File: config.mk
export PLATFORM = sky130hd
export DESIGN_NAME = udma_spis_seq_flat
export DESIGN_NICKNAME = d
export VERILOG_FILES = /design/src/rtl/udma_spis_seq_if.sv /design/src/rtl/udma_spis_seq.sv /design/src/flat_wrapper.sv
export SDC_FILE = /design/constraint.sdc
export NUM_CORES = 1
export LEC_CHECK = 0
export BUFFER_PORTS_ARGS = -buffer_cell sky130_fd_sc_hd__clkbuf_2
export CELL_PAD_IN_SITES_DETAIL_PLACEMENT = 0
export CELL_PAD_IN_SITES_GLOBAL_PLACEMENT = 1
export CORE_MARGIN = 1.5
export CORE_UTILIZATION = 35
export DETAILED_ROUTE_END_ITERATION = 6
export PLACE_DENSITY = 0.74
export SLEW_MARGIN = 40
export SYNTH_ARGS = -nofsm -noshare
export SYNTH_HDL_FRONTEND = slang
export SYNTH_SLANG_ARGS = --single-unit
File: constraint.sdc
create_clock -name clk -period 7.3 [get_ports clk]
set_input_delay 0 -clock clk [delete_from_list [all_inputs] [get_ports clk]]
set_output_delay 0 -clock clk [all_outputs]
set_load 0.02 [all_outputs]
File: src/rtl/udma_spis_seq_if.sv
// Descriptor push port and rx/tx byte streams of the SPI-slave sequencer.
interface udma_spis_seq_if #(
  parameter int CNTW = 16
);
  logic            desc_valid;
  logic            desc_ready;
  logic [CNTW-1:0] desc_rxcnt;
  logic [CNTW-1:0] desc_dmcnt;
  logic [CNTW-1:0] desc_txcnt;

  logic            rx_valid;
  logic [7:0]      rx_data;
  logic            rx_ready;

  logic            tx_valid;
  logic [7:0]      tx_data;
  logic            tx_ready;

  modport slave (
    input  desc_valid, desc_rxcnt, desc_dmcnt, desc_txcnt,
    output desc_ready,
    output rx_valid, rx_data,
    input  rx_ready,
    input  tx_valid, tx_data,
    output tx_ready
  );

  modport master (
    output desc_valid, desc_rxcnt, desc_dmcnt, desc_txcnt,
    input  desc_ready,
    input  rx_valid, rx_data,
    output rx_ready,
    output tx_valid, tx_data,
    input  tx_ready
  );
endinterface

File: src/rtl/udma_spis_seq.sv
// Descriptor queue plus frame sequencer feeding the SPI-slave engine; bridges
// engine rx/tx pulses to streams and retires each frame with a status record.
module udma_spis_seq #(
  parameter int DESC_DEPTH = 2,
  parameter int CNTW       = 16
) (
  input  logic            clk,
  input  logic            resetn,
  input  logic            cfg_abort,
  udma_spis_seq_if.slave  bus,
  output logic [CNTW-1:0] cfgrxcnt,
  output logic [CNTW-1:0] cfgdmcnt,
  output logic [CNTW-1:0] cfgtxcnt,
  input  logic            seot,
  input  logic [7:0]      eng_rx_data,
  input  logic            eng_rx_wr,
  output logic [7:0]      eng_tx_data,
  input  logic            eng_tx_rd,
  output logic            busy,
  output logic            evt_done,
  output logic [CNTW-1:0] st_rxbytes,
  output logic [CNTW-1:0] st_txbytes,
  output logic [3:0]      st_flags
);

  localparam int AW = $clog2(DESC_DEPTH);

  typedef struct packed {
    logic [CNTW-1:0] rx;
    logic [CNTW-1:0] dm;
    logic [CNTW-1:0] tx;
  } desc_t;

  typedef enum logic [1:0] {IDLE, ARMED, ACTIVE, DONE} state_t;

  state_t state, state_n;

  desc_t         mem [DESC_DEPTH];
  logic [AW:0]   wr_ptr, rd_ptr;
  logic          full, empty, push, pop;
  desc_t         act;

  logic [CNTW-1:0] rx_cnt, tx_cnt;
  logic            ovf_f, udr_f, unarmed_f;
  logic            frame_end, retire;

  logic [7:0]      rx_hold;
  logic            rx_vld;
  logic [7:0]      stg_data;
  logic            stg_vld;
  logic            tx_fire;

  assign full  = (wr_ptr[AW] != rd_ptr[AW]) && (wr_ptr[AW-1:0] == rd_ptr[AW-1:0]);
  assign empty = (wr_ptr == rd_ptr);
  assign push  = bus.desc_valid && !full && !cfg_abort;

  assign bus.desc_ready = !full;
  assign busy           = (state != IDLE);

  // NOTE: queue storage has no reset; pointers alone decide which entries are valid.
  always_ff @(posedge clk) begin
    if (push) mem[wr_ptr[AW-1:0]] <= '{rx: bus.desc_rxcnt, dm: bus.desc_dmcnt, tx: bus.desc_txcnt};
  end

  always_ff @(posedge clk or negedge resetn) begin
    if (!resetn) begin
      wr_ptr <= '0;
      rd_ptr <= '0;
    end else if (cfg_abort) begin
      wr_ptr <= '0;
      rd_ptr <= '0;
    end else begin
      if (push) wr_ptr <= wr_ptr + (AW+1)'(1);
      if (pop)  rd_ptr <= rd_ptr + (AW+1)'(1);
    end
  end

  // NOTE: sequential state uses non-blocking assignments so every flop samples pre-edge values.
  always_ff @(posedge clk or negedge resetn) begin
    if (!resetn) state <= IDLE;
    else         state <= state_n;
  end

  // NOTE: every output of this block gets a default first, so no latch can be inferred.
  always_comb begin
    state_n = state;
    pop     = 1'b0;
    unique case (state)
      IDLE: begin
        if (seot) begin
          state_n = DONE;
        end else if (!empty) begin
          pop     = 1'b1;
          state_n = ARMED;
        end
      end
      ARMED: begin
        if (seot)                        state_n = DONE;
        else if (eng_rx_wr || eng_tx_rd) state_n = ACTIVE;
      end
      ACTIVE: begin
        if (seot) state_n = DONE;
      end
      DONE: begin
        if (!empty) begin
          pop     = 1'b1;
          state_n = ARMED;
        end else begin
          state_n = IDLE;
        end
      end
      default: state_n = IDLE;
    endcase
    if (cfg_abort) begin
      state_n = IDLE;
      pop     = 1'b0;
    end
  end

  // Active descriptor doubles as the cfg* outputs, so they only move on pop or return to IDLE.
  always_ff @(posedge clk or negedge resetn) begin
    if (!resetn)                        act <= '0;
    else if (cfg_abort)                 act <= '0;
    else if (pop)                       act <= mem[rd_ptr[AW-1:0]];
    else if (state == DONE)             act <= '0;
  end

  assign cfgrxcnt = act.rx;
  assign cfgdmcnt = act.dm;
  assign cfgtxcnt = act.tx;

  assign frame_end = cfg_abort || (state == DONE);
  assign retire    = (state == DONE) || (cfg_abort && state != IDLE);

  always_ff @(posedge clk or negedge resetn) begin
    if (!resetn) begin
      rx_cnt    <= '0;
      tx_cnt    <= '0;
      ovf_f     <= 1'b0;
      udr_f     <= 1'b0;
      unarmed_f <= 1'b0;
    end else if (frame_end) begin
      rx_cnt    <= '0;
      tx_cnt    <= '0;
      ovf_f     <= 1'b0;
      udr_f     <= 1'b0;
      unarmed_f <= 1'b0;
    end else begin
      if (eng_rx_wr && rx_cnt != '1) rx_cnt <= rx_cnt + CNTW'(1);
      if (eng_tx_rd && tx_cnt != '1) tx_cnt <= tx_cnt + CNTW'(1);
      if (eng_rx_wr && rx_vld && !bus.rx_ready) ovf_f <= 1'b1;
      if (eng_tx_rd && !stg_vld)                udr_f <= 1'b1;
      if (state == IDLE && seot)                unarmed_f <= 1'b1;
    end
  end

  always_ff @(posedge clk or negedge resetn) begin
    if (!resetn) begin
      evt_done   <= 1'b0;
      st_rxbytes <= '0;
      st_txbytes <= '0;
      st_flags   <= '0;
    end else begin
      evt_done <= retire;
      if (retire) begin
        st_rxbytes <= rx_cnt;
        st_txbytes <= tx_cnt;
        st_flags   <= {unarmed_f, cfg_abort || (rx_cnt < act.rx), udr_f, ovf_f};
      end
    end
  end

  always_ff @(posedge clk or negedge resetn) begin
    if (!resetn) begin
      rx_vld  <= 1'b0;
      rx_hold <= '0;
    end else if (cfg_abort) begin
      rx_vld  <= 1'b0;
    end else if (eng_rx_wr) begin
      rx_vld  <= 1'b1;
      rx_hold <= eng_rx_data;
    end else if (rx_vld && bus.rx_ready) begin
      rx_vld  <= 1'b0;
    end
  end

  assign bus.rx_valid = rx_vld;
  assign bus.rx_data  = rx_hold;

  assign bus.tx_ready = !stg_vld || eng_tx_rd;
  assign tx_fire      = bus.tx_valid && bus.tx_ready;
  assign eng_tx_data  = stg_vld ? stg_data : 8'hFF;

  // A byte accepted during DONE belongs to the next frame; anything older is dropped.
  always_ff @(posedge clk or negedge resetn) begin
    if (!resetn) begin
      stg_vld  <= 1'b0;
      stg_data <= '0;
    end else if (cfg_abort) begin
      stg_vld  <= 1'b0;
    end else if (tx_fire) begin
      stg_vld  <= 1'b1;
      stg_data <= bus.tx_data;
    end else if (eng_tx_rd || state == DONE) begin
      stg_vld  <= 1'b0;
    end
  end

endmodule

File: src/flat_wrapper.sv
// flat-port wrapper written by rule: the top's interface ports become plain ports
module udma_spis_seq_flat 
#(
  parameter int DESC_DEPTH = 2,
  parameter int CNTW       = 16
)
  (clk, resetn, cfg_abort, cfgrxcnt, cfgdmcnt, cfgtxcnt, seot, eng_rx_data, eng_rx_wr, eng_tx_data, eng_tx_rd, busy, evt_done, st_rxbytes, st_txbytes, st_flags, bus_desc_valid, bus_desc_rxcnt, bus_desc_dmcnt, bus_desc_txcnt, bus_desc_ready, bus_rx_valid, bus_rx_data, bus_rx_ready, bus_tx_valid, bus_tx_data, bus_tx_ready);
  udma_spis_seq_if #(.CNTW(CNTW)) bus_i ();
  input  logic clk;
  input  logic resetn;
  input  logic cfg_abort;
  output logic [CNTW-1:0] cfgrxcnt;
  output logic [CNTW-1:0] cfgdmcnt;
  output logic [CNTW-1:0] cfgtxcnt;
  input  logic seot;
  input  logic [7:0] eng_rx_data;
  input  logic eng_rx_wr;
  output logic [7:0] eng_tx_data;
  input  logic eng_tx_rd;
  output logic busy;
  output logic evt_done;
  output logic [CNTW-1:0] st_rxbytes;
  output logic [CNTW-1:0] st_txbytes;
  output logic [3:0] st_flags;
  input wire logic [$bits(bus_i.desc_valid)-1:0] bus_desc_valid;
  input wire logic [$bits(bus_i.desc_rxcnt)-1:0] bus_desc_rxcnt;
  input wire logic [$bits(bus_i.desc_dmcnt)-1:0] bus_desc_dmcnt;
  input wire logic [$bits(bus_i.desc_txcnt)-1:0] bus_desc_txcnt;
  output wire logic [$bits(bus_i.desc_ready)-1:0] bus_desc_ready;
  output wire logic [$bits(bus_i.rx_valid)-1:0] bus_rx_valid;
  output wire logic [$bits(bus_i.rx_data)-1:0] bus_rx_data;
  input wire logic [$bits(bus_i.rx_ready)-1:0] bus_rx_ready;
  input wire logic [$bits(bus_i.tx_valid)-1:0] bus_tx_valid;
  input wire logic [$bits(bus_i.tx_data)-1:0] bus_tx_data;
  output wire logic [$bits(bus_i.tx_ready)-1:0] bus_tx_ready;
  assign bus_i.desc_valid = bus_desc_valid;
  assign bus_i.desc_rxcnt = bus_desc_rxcnt;
  assign bus_i.desc_dmcnt = bus_desc_dmcnt;
  assign bus_i.desc_txcnt = bus_desc_txcnt;
  assign bus_desc_ready = bus_i.desc_ready;
  assign bus_rx_valid = bus_i.rx_valid;
  assign bus_rx_data = bus_i.rx_data;
  assign bus_i.rx_ready = bus_rx_ready;
  assign bus_i.tx_valid = bus_tx_valid;
  assign bus_i.tx_data = bus_tx_data;
  assign bus_tx_ready = bus_i.tx_ready;
  udma_spis_seq #(.DESC_DEPTH(DESC_DEPTH), .CNTW(CNTW)) u_core (.clk(clk), .resetn(resetn), .cfg_abort(cfg_abort), .bus(bus_i), .cfgrxcnt(cfgrxcnt), .cfgdmcnt(cfgdmcnt), .cfgtxcnt(cfgtxcnt), .seot(seot), .eng_rx_data(eng_rx_data), .eng_rx_wr(eng_rx_wr), .eng_tx_data(eng_tx_data), .eng_tx_rd(eng_tx_rd), .busy(busy), .evt_done(evt_done), .st_rxbytes(st_rxbytes), .st_txbytes(st_txbytes), .st_flags(st_flags));
endmodule
After elaboration in Yosys (flattened, before gate mapping)
Memory sizes are Yosys's and may differ from the RTL's. Cells that the tools add are included.

Register bits after elaboration: 144. Memory bits (writable): 96. Input bits: 73. Memories kept: 1.

Add/sub/neg operators: 4. Order comparisons: 1. Equality and inequality tests: 11. Muxes and demuxes: 38. Bitwise logic cells: 1. Reduce and logical (&&, ||, !) cells: 37.

Memory list: u_core.mem (depth 2, width 48, rd ports 1, clocked after memory_dff 0, write ports 1, RTL line udma_spis_seq.sv:38) `desc_t mem [DESC_DEPTH];`.

Operator list (number): 48-bit two-way mux (3); 16-bit two-way mux (4); 16-bit by 1-bit adder with 16-bit output, second input constant (2); 16-bit != test, second input constant (2); 2-bit two-way mux (10); 1-bit two-way mux (18); 16-bit less-than comparator (1); 2-bit nonzero test (8); 1-bit logical AND (12); 3-bit nonzero test (3); 8-bit two-way mux (1); 2-bit case mux with 4 select lines (1); 1-bit logical OR (6); 2-bit by 1-bit adder with 2-bit output, second input constant (2); 2-bit == test, second input constant (2); 1-bit zero test (4); 4-bit by 3-bit != test with 1-bit output, second input constant (1); 4-bit != test, second input constant (1); 2-bit AND reduction (2); 3-bit != test, second input constant (1); 3-bit AND reduction (1); 2-bit by 1-bit == test with 1-bit output, second input constant (1); 2-bit == test (1); 2-bit zero test (1); other kinds (4) (4).

Depth between registers and ports, before layout
Gate-level depths: netlist (run 1).

Depth in word-level cells: 7. Gate-level depth with buffers: 8. Mapped depth without buffers: 7.

Worst setup path before layout (run 1)
No wires, ideal clock.

Path kind: register to register. From: reg u_core.rd_ptr[0]. To: mem u_core.mem[1][0] in the netlist's numbering (enable). Library setup time: 0.523 ns. Arrival: 4.632 ns. Data required time: 6.777 ns. Path slack: 2.145 ns. Stages on the path, launching flop included: 6. Path buffers: 1. Cells stage by stage: dfrtp_1 > buf_2 > xnor2_2 > or2b_1 > nand2_1 > nor3b_1.

Word-level cells in the longest chain between the ends: 7.

RTL lines: start: declaration (RTL line udma_spis_seq.sv:39) `logic [AW:0] wr_ptr, rd_ptr;`; start signal: assignment (RTL line udma_spis_seq.sv:74) `if (pop) rd_ptr <= rd_ptr + (AW+1)'(1);`; 1-bit == test (RTL line udma_spis_seq.sv:53) `assign full = (wr_ptr[AW] != rd_ptr[AW]) && (wr_ptr[AW-1:0] == rd_ptr[AW-1:0]);`; 1-bit logical AND (RTL line udma_spis_seq.sv:53); 1-bit zero test; named net bus_desc_ready (RTL line flat_wrapper.sv:29) `output wire logic [$bits(bus_i.desc_ready)-1:0] bus_desc_ready;`; 1-bit logical AND (2 in series) (RTL line udma_spis_seq.sv:55) `assign push = bus.desc_valid && !full && !cfg_abort;`; 1-bit two-way mux (RTL line udma_spis_seq.sv:62) `if (push) mem[wr_ptr[AW-1:0]] <= '{rx: bus.desc_rxcnt, dm: bus.desc_dmcnt, tx: bus.desc_txcnt};`; 1-bit two-way mux (implied by the code) (RTL line udma_spis_seq.sv:62); end: declaration (RTL line udma_spis_seq.sv:38).

The timed path passes the listed nets, and every way through them passes these cells.

Final worst setup path (run 1)
From: reg u_core.rd_ptr[0]. To: mem u_core.mem[1][18] in the netlist's numbering (enable).

Word-level cells in the longest chain between the ends: 7.

RTL lines (RTL line): 1-bit == test (udma_spis_seq.sv:53); 1-bit logical AND (udma_spis_seq.sv:53); 1-bit zero test (udma_spis_seq.sv:55); 1-bit logical AND (2 in series) (udma_spis_seq.sv:55); 1-bit two-way mux (udma_spis_seq.sv:62); 1-bit two-way mux (implied by the code) (udma_spis_seq.sv:62).

Every way passes these cells.

==> out/metrics.cfg, run 1 <==
[sta]
setup_viol=0
timing.setup.tns_ps=0
maxSlewHeadroom=0.530
grt_setup_unrepaired=false
slew_violations=0
hold_violations=0
whs_ps=8.33
clock_skew_ps=39.9
worst_pin_slew_ps=705
timing.fmax_mhz=351
finalCriticalPeriod_ps=2850
post-route-period-util=0.391

[worst_setup_path]
crit_type=reg2reg
end_kind=register
crit_fanout=43
critical_path_required_ps=7490
critPathArrivalTime_ps=3040
start_kind=register

[detailed_routing]
wirelength_um=21600
drcViolationCount=0
dr.pass1.iters=4
initialDrtViolationCount=385
postRouteAntennaNets=0
vias_per_cell=4.66
dr_total_vias=6434
post_drt_wl_per_cell_um=15.6

[clock_network]
h-tree-depth=1
clkLatencyLatePin_ps=560
cts_tree=built
numCtsBuffers=28
cts-root-buf=clkbuf_16
max-clock-path-buffers=3
cts.sinks=240
clk_pin_slew_ps=60

[synthesis]
synth_common_cells=144 x dfrtp_1, 96 x edfxtp_1, 61 x nand2_1
synth_top_cell_area_share=0.365
synth_top_area_cell=dfrtp_1
synth_most_common_cell=dfrtp_1
synth-seq-cells=240
syn_area_um2=9870
yosys_most_used_dff=dfrtp_1
synth_cells=725
ys_warn_count=0
synth_edf_count=96
syn-num-nets=819
ys_seq_area_frac=0.657
yosysUniqueCellTypes=54
netlist_top_cells_area=dfrtp_1 37%, edfxtp_1 29%, mux2_2 5.9%
synthArstFlopShare=0.600
avgSynthCellArea_um2=13.6

[global_route]
grt-ovfl-total=0
grt_pass1_vias=6596
grt_usage=0.150
grt_pass1_wl_um=34400
antenna_found_initial=0
grt_max_degree=75

[floorplan]
die_height_um=171
die_area_um2=29200
die_x_um=171
core_um2=27800
num_rows=61
ios=178
start_util=0.355

[flow_run]
maxCapViolCount=0

[cells_and_area]
syn2layout_area_growth_pct=29.5
drive_above_1_share=0.310
antenna_cells=0
multi_input_area_um2=3170
seq_area_um2=6490
finalNetCount=1076
n_fill_cell=2560
fin_util=0.460

[run_status]
status=finished clean

[placement]
portBuffers=177
dp_hpwl_um=14100
gp_congestion=0.768

[min_path]
hp-class=in2reg

[power_and_ir_drop]
finalPower_uw=3690
power_density_nw_per_um2=288
ir_drop_v=0.000245
p_leak_uw=0.00549

routing by layer:
metal / global-route usage / vias up / routed length, um
met5: 0 / - / 0
met4: 0.0351 / 0 / 396
met3: 0.0405 / 32 / 1320
met2: 0.253 / 160 / 10500
met1: 0.192 / 3140 / 9350
li1: - / 3102 / -
worst max-delay path: stages (launching register included):
cell and delay (ps):
dfrtp_4 670, buf_12 290, xnor2_2 130, or2b_1 210, nand2_1 130, nor3b_2 430
buf_4 570
kinds of logic after synthesis:
| family | count (synthesis) | share of synthesized area |
|---|---|---|
| AND/OR/NAND/NOR | 192 | 0.0948 |
| buffers and inverters | 49 | 0.0241 |
| flip-flops | 240 | 0.657 |
| multiplexers | 103 | 0.111 |
| XOR/XNOR | 27 | 0.0247 |
| AO/OA/AOI/OAI | 93 | 0.0614 |
| adder cells (fa/ha/maj) | 21 | 0.0266 |
path summary, 6_finish.rpt:
check / endpoint / from / slack, ps / cells past startpoint
worst max-delay path: u_core.mem[1][18] / u_core.rd_ptr[0] / 4450 / 6
worst min-delay path: u_core.rd_ptr[1] / cfg_abort / 8 / 2
worst max register to register: u_core.mem[1][18] / u_core.rd_ptr[0] / 4450 / 6
worst min register to register: u_core.cfgtxcnt[8] / u_core.cfgtxcnt[8] / 480 / 2
max in group asynchronous: u_core.rd_ptr[0] / resetn / 6050 / 3
min in group asynchronous: u_core.st_flags[2] / resetn / 70 / 2
sequential cells by signal, indices dropped and copies added, names as in the netlist, 2 cells and up:
name / count
u_core.mem: 96
u_core.cfgdmcnt: 16
u_core.cfgrxcnt: 16
u_core.cfgtxcnt: 16
u_core.rx_cnt: 16
u_core.st_rxbytes: 16
u_core.st_txbytes: 16
u_core.tx_cnt: 16
u_core.bus.rx_data: 8
u_core.stg_data: 8
u_core.st_flags: 4
u_core.rd_ptr: 2
u_core.state: 2
u_core.wr_ptr: 2
cells in the final DEF (no fill, tap or decap), types with 4 or more instances in the layout:
cell           Yosys  routed
clkbuf_2           0     176
dfrtp_1          144     143
edfxtp_1          96      96
dlygate4sd3_1      0      71
nand2_1           61      61
mux2_2            52      52
nor2_1            51      51
mux2i_1           51      51
o21ai_0           41      41
clkbuf_16          0      28
inv_1             22      22
ha_1              21      21
xor2_1            20      20
o21ai_2           20      20
nand3_1           16      16
nand2b_1          12      12
nor3_1            13      12
nand4_1           11      11
a21oi_1           11      11
clkbuf_1          13       7
xnor2_1            6       6
and3_1             6       6
or3_1              4       4
clkinv_1           0       4
clkinv_2           0       4
buf_4              0       4
repair_timing:
item,in CTS,in global routing
buffers inserted,0,0
hold buffers,71,0
hold endpoints to repair,200,0
resized for setup,0,0
metrics by stage:
stage | setup WS (ps) | cells | area, um2
after CTS | 4390 | 1380 | 12800
after global placement | 4320 | 1258 | 11100
after global routing | 4230 | 1380 | 12800
after detailed placement | 4420 | 1259 | 11200
final | 4450 | 1380 | 12800
after floorplan | 2150 | 725 | 9870
power by group:
part | switching, uW | leakage (uW) | internal, uW
Combinational | 424 | 0.00223 | 290
Sequential | 90.8 | 0.00283 | 1540
Clock | 545 | 0.000434 | 798
Total | 1060 | 0.00549 | 2630
final cells by class:
class                   instances  area share
flip-flops and latches        240       0.508
multi-input cells             436       0.248
repair buffers                254       0.130
clock buffers                  37      0.0591
well taps                     378      0.0370
clock inverters                13      0.0111
inverters                      22     0.00646
(Power assumes the default switching activity.)
==> run 2: changes to the inputs <==
--- a/config.mk
+++ b/config.mk
@@ -5,13 +5,14 @@
 export SDC_FILE = /design/constraint.sdc
 export NUM_CORES = 1
 export LEC_CHECK = 0
+export ABC_AREA = 1
 export BUFFER_PORTS_ARGS = -buffer_cell sky130_fd_sc_hd__clkbuf_2
 export CELL_PAD_IN_SITES_DETAIL_PLACEMENT = 0
 export CELL_PAD_IN_SITES_GLOBAL_PLACEMENT = 1
 export CORE_MARGIN = 1.5
 export CORE_UTILIZATION = 35
 export DETAILED_ROUTE_END_ITERATION = 6
-export PLACE_DENSITY = 0.74
+export PLACE_DENSITY = 0.78
 export SLEW_MARGIN = 40
 export SYNTH_ARGS = -nofsm -noshare
 export SYNTH_HDL_FRONTEND = slang
==> constraint.sdc (replaced) <==
create_clock -name clk -period 2.4 [get_ports clk]
set_input_delay 0 -clock clk [delete_from_list [all_inputs] [get_ports clk]]
set_output_delay 0 -clock clk [all_outputs]
set_load 0.02 [all_outputs]
==> run 2 against run 1 <==
  * Critical path depth grew 4
  * Via count grew 16%
  * Synthesized area grew 3.3%
  * Clock power grew to 3.3 times the previous value
  * Global-route usage grew 1.5 points
  * Core utilization grew 0.82 points
  * Die area grew 3.3%
  * Worst setup slack lost 4100 ps
  * Clock skew shrank 14 ps
  * Critical path type unchanged
  * Highest routed layer unchanged
==> out/metrics.cfg, run 2 <==
[worst_setup_path]
rr_endpoint=u_core.cfgrxcnt[11]
ff2ff_path_depth=10  ; +4
critical_path_required_ps=2870  ; -4620 ps
critPathArrivalTime_ps=2560  ; -480 ps
r2r_slack_ps=310  ; -4140 ps
crit-reg2reg-launch=u_core.state[0]
end_kind=register
crit_type=reg2reg
cp-startpoint=u_core.state[0]
crit_fanout=48  ; +12%
crit_end=u_core.cfgrxcnt[11]
start_kind=register

[detailed_routing]
drcViolationCount=0  ; unchanged
post_drt_wl_per_cell_um=15.5  ; -1.1%
postRouteAntennaNets=0  ; unchanged
dr_total_vias=7475  ; +16%
dr.pass1.iters=5  ; +1
vias_per_cell=4.74  ; +1.7%
wirelength_um=24400  ; +13%
initialDrtViolationCount=411  ; +6.8%

[clock_network]
cts-root-buf=clkbuf_16
numCtsBuffers=28  ; unchanged
max-clock-path-buffers=3  ; unchanged
clk_pin_slew_ps=60  ; about the same
cts.sinks=240  ; unchanged
clkLatencyLatePin_ps=560  ; about the same
h-tree-depth=1  ; unchanged
cts_tree=built

[floorplan]
die_area_um2=30200  ; +3.3%
die_x_um=174  ; +1.6%
num_rows=62  ; +1.6%
die_height_um=174  ; +1.6%
start_util=0.355  ; about the same
ios=178  ; unchanged
core_um2=28700  ; +3.3%

[synthesis]
synth_most_common_cell=nand2_1
synth_top_area_cell=dfrtp_1
ys_warn_count=0  ; unchanged
syn-num-nets=1000  ; +22%
ys_seq_area_frac=0.636  ; -0.0212
avgSynthCellArea_um2=11.3  ; -17%
synth-seq-cells=240  ; unchanged
synth-compound-area-share=0.0737  ; +0.0124
synthXorXnorAreaFrac=0.0198  ; -0.00497
yosys_most_used_dff=dfrtp_1
yosysUniqueCellTypes=35  ; -35%
netlist_top_cells_area=dfrtp_1 35%, edfxtp_1 28%, nand2_1 5.7%
synthMuxAreaShare=0.0341  ; -0.0770
synth_cells=906  ; +25%
synth_top_family_by_area=simple AND/OR/NAND/NOR gates
synth_fa_ha_area_frac=0.0258  ; -0.000859
synth_common_cells=154 x nand2_1, 144 x dfrtp_1, 96 x edfxtp_1
syn_area_um2=10200  ; +3.3%
synth_simple_gate_area_frac=0.170  ; +0.0752
synth_top_cell_area_share=0.353  ; -0.0118
synth_edf_count=96  ; unchanged
synthArstFlopShare=0.600  ; unchanged

[power_and_ir_drop]
ir_drop_v=0.000699  ; +190%
p_leak_uw=0.00597  ; +8.7%
power_density_nw_per_um2=936  ; +220%

[cells_and_area]
fin_util=0.468  ; +0.00822
syn2layout_area_growth_pct=31.8
drive_above_1_share=0.294  ; -0.0159
layout_common_cells=176 x clkbuf_2, 152 x nand2_1, 142 x dfrtp_1, 96 x edfxtp_1, 75 x dlygate4sd3_1
design_area_um2=13400  ; +5.2%
layout.cells.non_filler=1576  ; +14%
finalNetCount=1264  ; +17%
layout_commonest_cell=clkbuf_2
largest_register_ffs=96  ; unchanged
n_fill_cell=2613  ; +2.1%
antenna_cells=0  ; unchanged

[placement]
portBuffers=177  ; unchanged
dp_cells=1449  ; +15%
dpl_cell_area_um2=11700  ; +4.7%
gp_congestion=0.796  ; +3.5%
dp_hpwl_um=16200  ; +16%

[sta]
maxSlewHeadroom=0.650  ; +0.121
clock_skew_ps=25.7  ; -14.2 ps
timing.setup.tns_ps=0  ; unchanged
finalCriticalPeriod_ps=2090  ; -759 ps
hold_violations=0  ; unchanged
whs_ps=34.8  ; +26.4 ps
timing.fmax_mhz=478  ; +36%
post-route-period-util=0.872  ; +0.481
setup_viol=0  ; unchanged
worst_pin_slew_ps=522  ; -183 ps
grt_setup_unrepaired=false
slew_violations=0  ; unchanged

[global_route]
grt_pass1_wl_um=40000  ; +16%
antenna_found_initial=0  ; unchanged
grt_pass1_vias=7640  ; +16%
grt_max_degree=58  ; -23%
grt-ovfl-total=0  ; unchanged
grt_usage=0.165  ; +0.0146

[flow_run]
maxCapViolCount=0  ; unchanged

[run_status]
status=finished clean

[min_path]
hp-class=in2reg

[run 2: cell count changes in the layout (fill, tap and decap cells not counted), sizes merged, moves of 6 or more]
| cell | before | now |
|---|---|---|
| and3 | 6 | 0 |
| nand2b | 13 | 1 |
| o211ai | 2 | 48 |
| nand2 | 61 | 154 |
| nand3b | 0 | 10 |
| a21oi | 12 | 35 |
| inv | 23 | 62 |
| or2 | 2 | 57 |
| o21ai | 62 | 34 |
| mux2i | 51 | 1 |
| nor2 | 51 | 59 |
| buf | 7 | 20 |
| mux2 | 52 | 30 |
| nand3 | 16 | 60 |
[run 2: cell type report]
type,count,area (um2),area share
sequential,240,6490,0.483
multi-input combinational,566,3370,0.251
timing repair buffer,271,1870,0.139
clock buffer,41,810,0.0603
tap,384,480,0.0358
inverter,63,236,0.0176
clock inverter,11,178,0.0132
[run 2: what timing repair did]
action                    CTS  global route
setup buffers               0             0
hold endpoints to repair  268             0
hold buffers               75             0
resized for setup           0             0
[run 2: report_power, final]
group | total [uW] | internal, uW | switching (uW)
Combinational | 3010 | 1070 | 1940
Clock | 4410 | 2770 | 1650
Sequential | 5150 | 4820 | 331
[run 2: how the worst min path moves through the flow]
stage	startpoint	to	slack, ps	cells after the start
global route	bus_tx_valid	u_core.stg_data[6]	90	3
CTS	bus_tx_valid	u_core.stg_data[6]	8	3
floorplan	resetn	u_core.bus.rx_data[0]	-300	0
global placement	resetn	u_core.st_rxbytes[9]	2	1
detailed placement	resetn	u_core.st_rxbytes[9]	8	1
finish	bus_tx_valid	u_core.stg_data[6]	30	3
[run 2: worst max-delay path, stage by stage, from the launching register on]
cell      delay, ps
dfrtp_1         400
inv_1           110
ha_1            280
inv_2            70
or2_0           200
a21oi_1         170
nand2_2         160
nor2_4          130
buf_12          240
o211ai_1        130
o21ai_0          90
[run 2: kinds of logic after synthesis]
logic type	Yosys count
AO/OA/AOI/OAI	120
XOR/XNOR	23
adder cells (fa/ha/maj)	21
buffers and inverters	100
flip-flops	240
multiplexers	31
AND/OR/NAND/NOR	371
[run 2: layer usage]
| metal | part of all wire | track usage | routed length (um) |
|---|---|---|---|
| met5 | 0 | 0 | 0 |
| met1 | 0.43 | 0.209 | 10500 |
| met2 | 0.48 | 0.284 | 11700 |
| met4 | 0.030 | 0.0510 | 741 |
| met3 | 0.057 | 0.0316 | 1400 |
[run 2: per-stage QoR]
step | total power [uW] | setup WS (ps)
3_3_place_gp | 8120 | 347
6_report | 12600 | 307
3_5_place_dp | 8180 | 319
4_1_cts | 12800 | 294
2_1_floorplan | 7040 | -51.6
5_1_grt | 13200 | 86.3
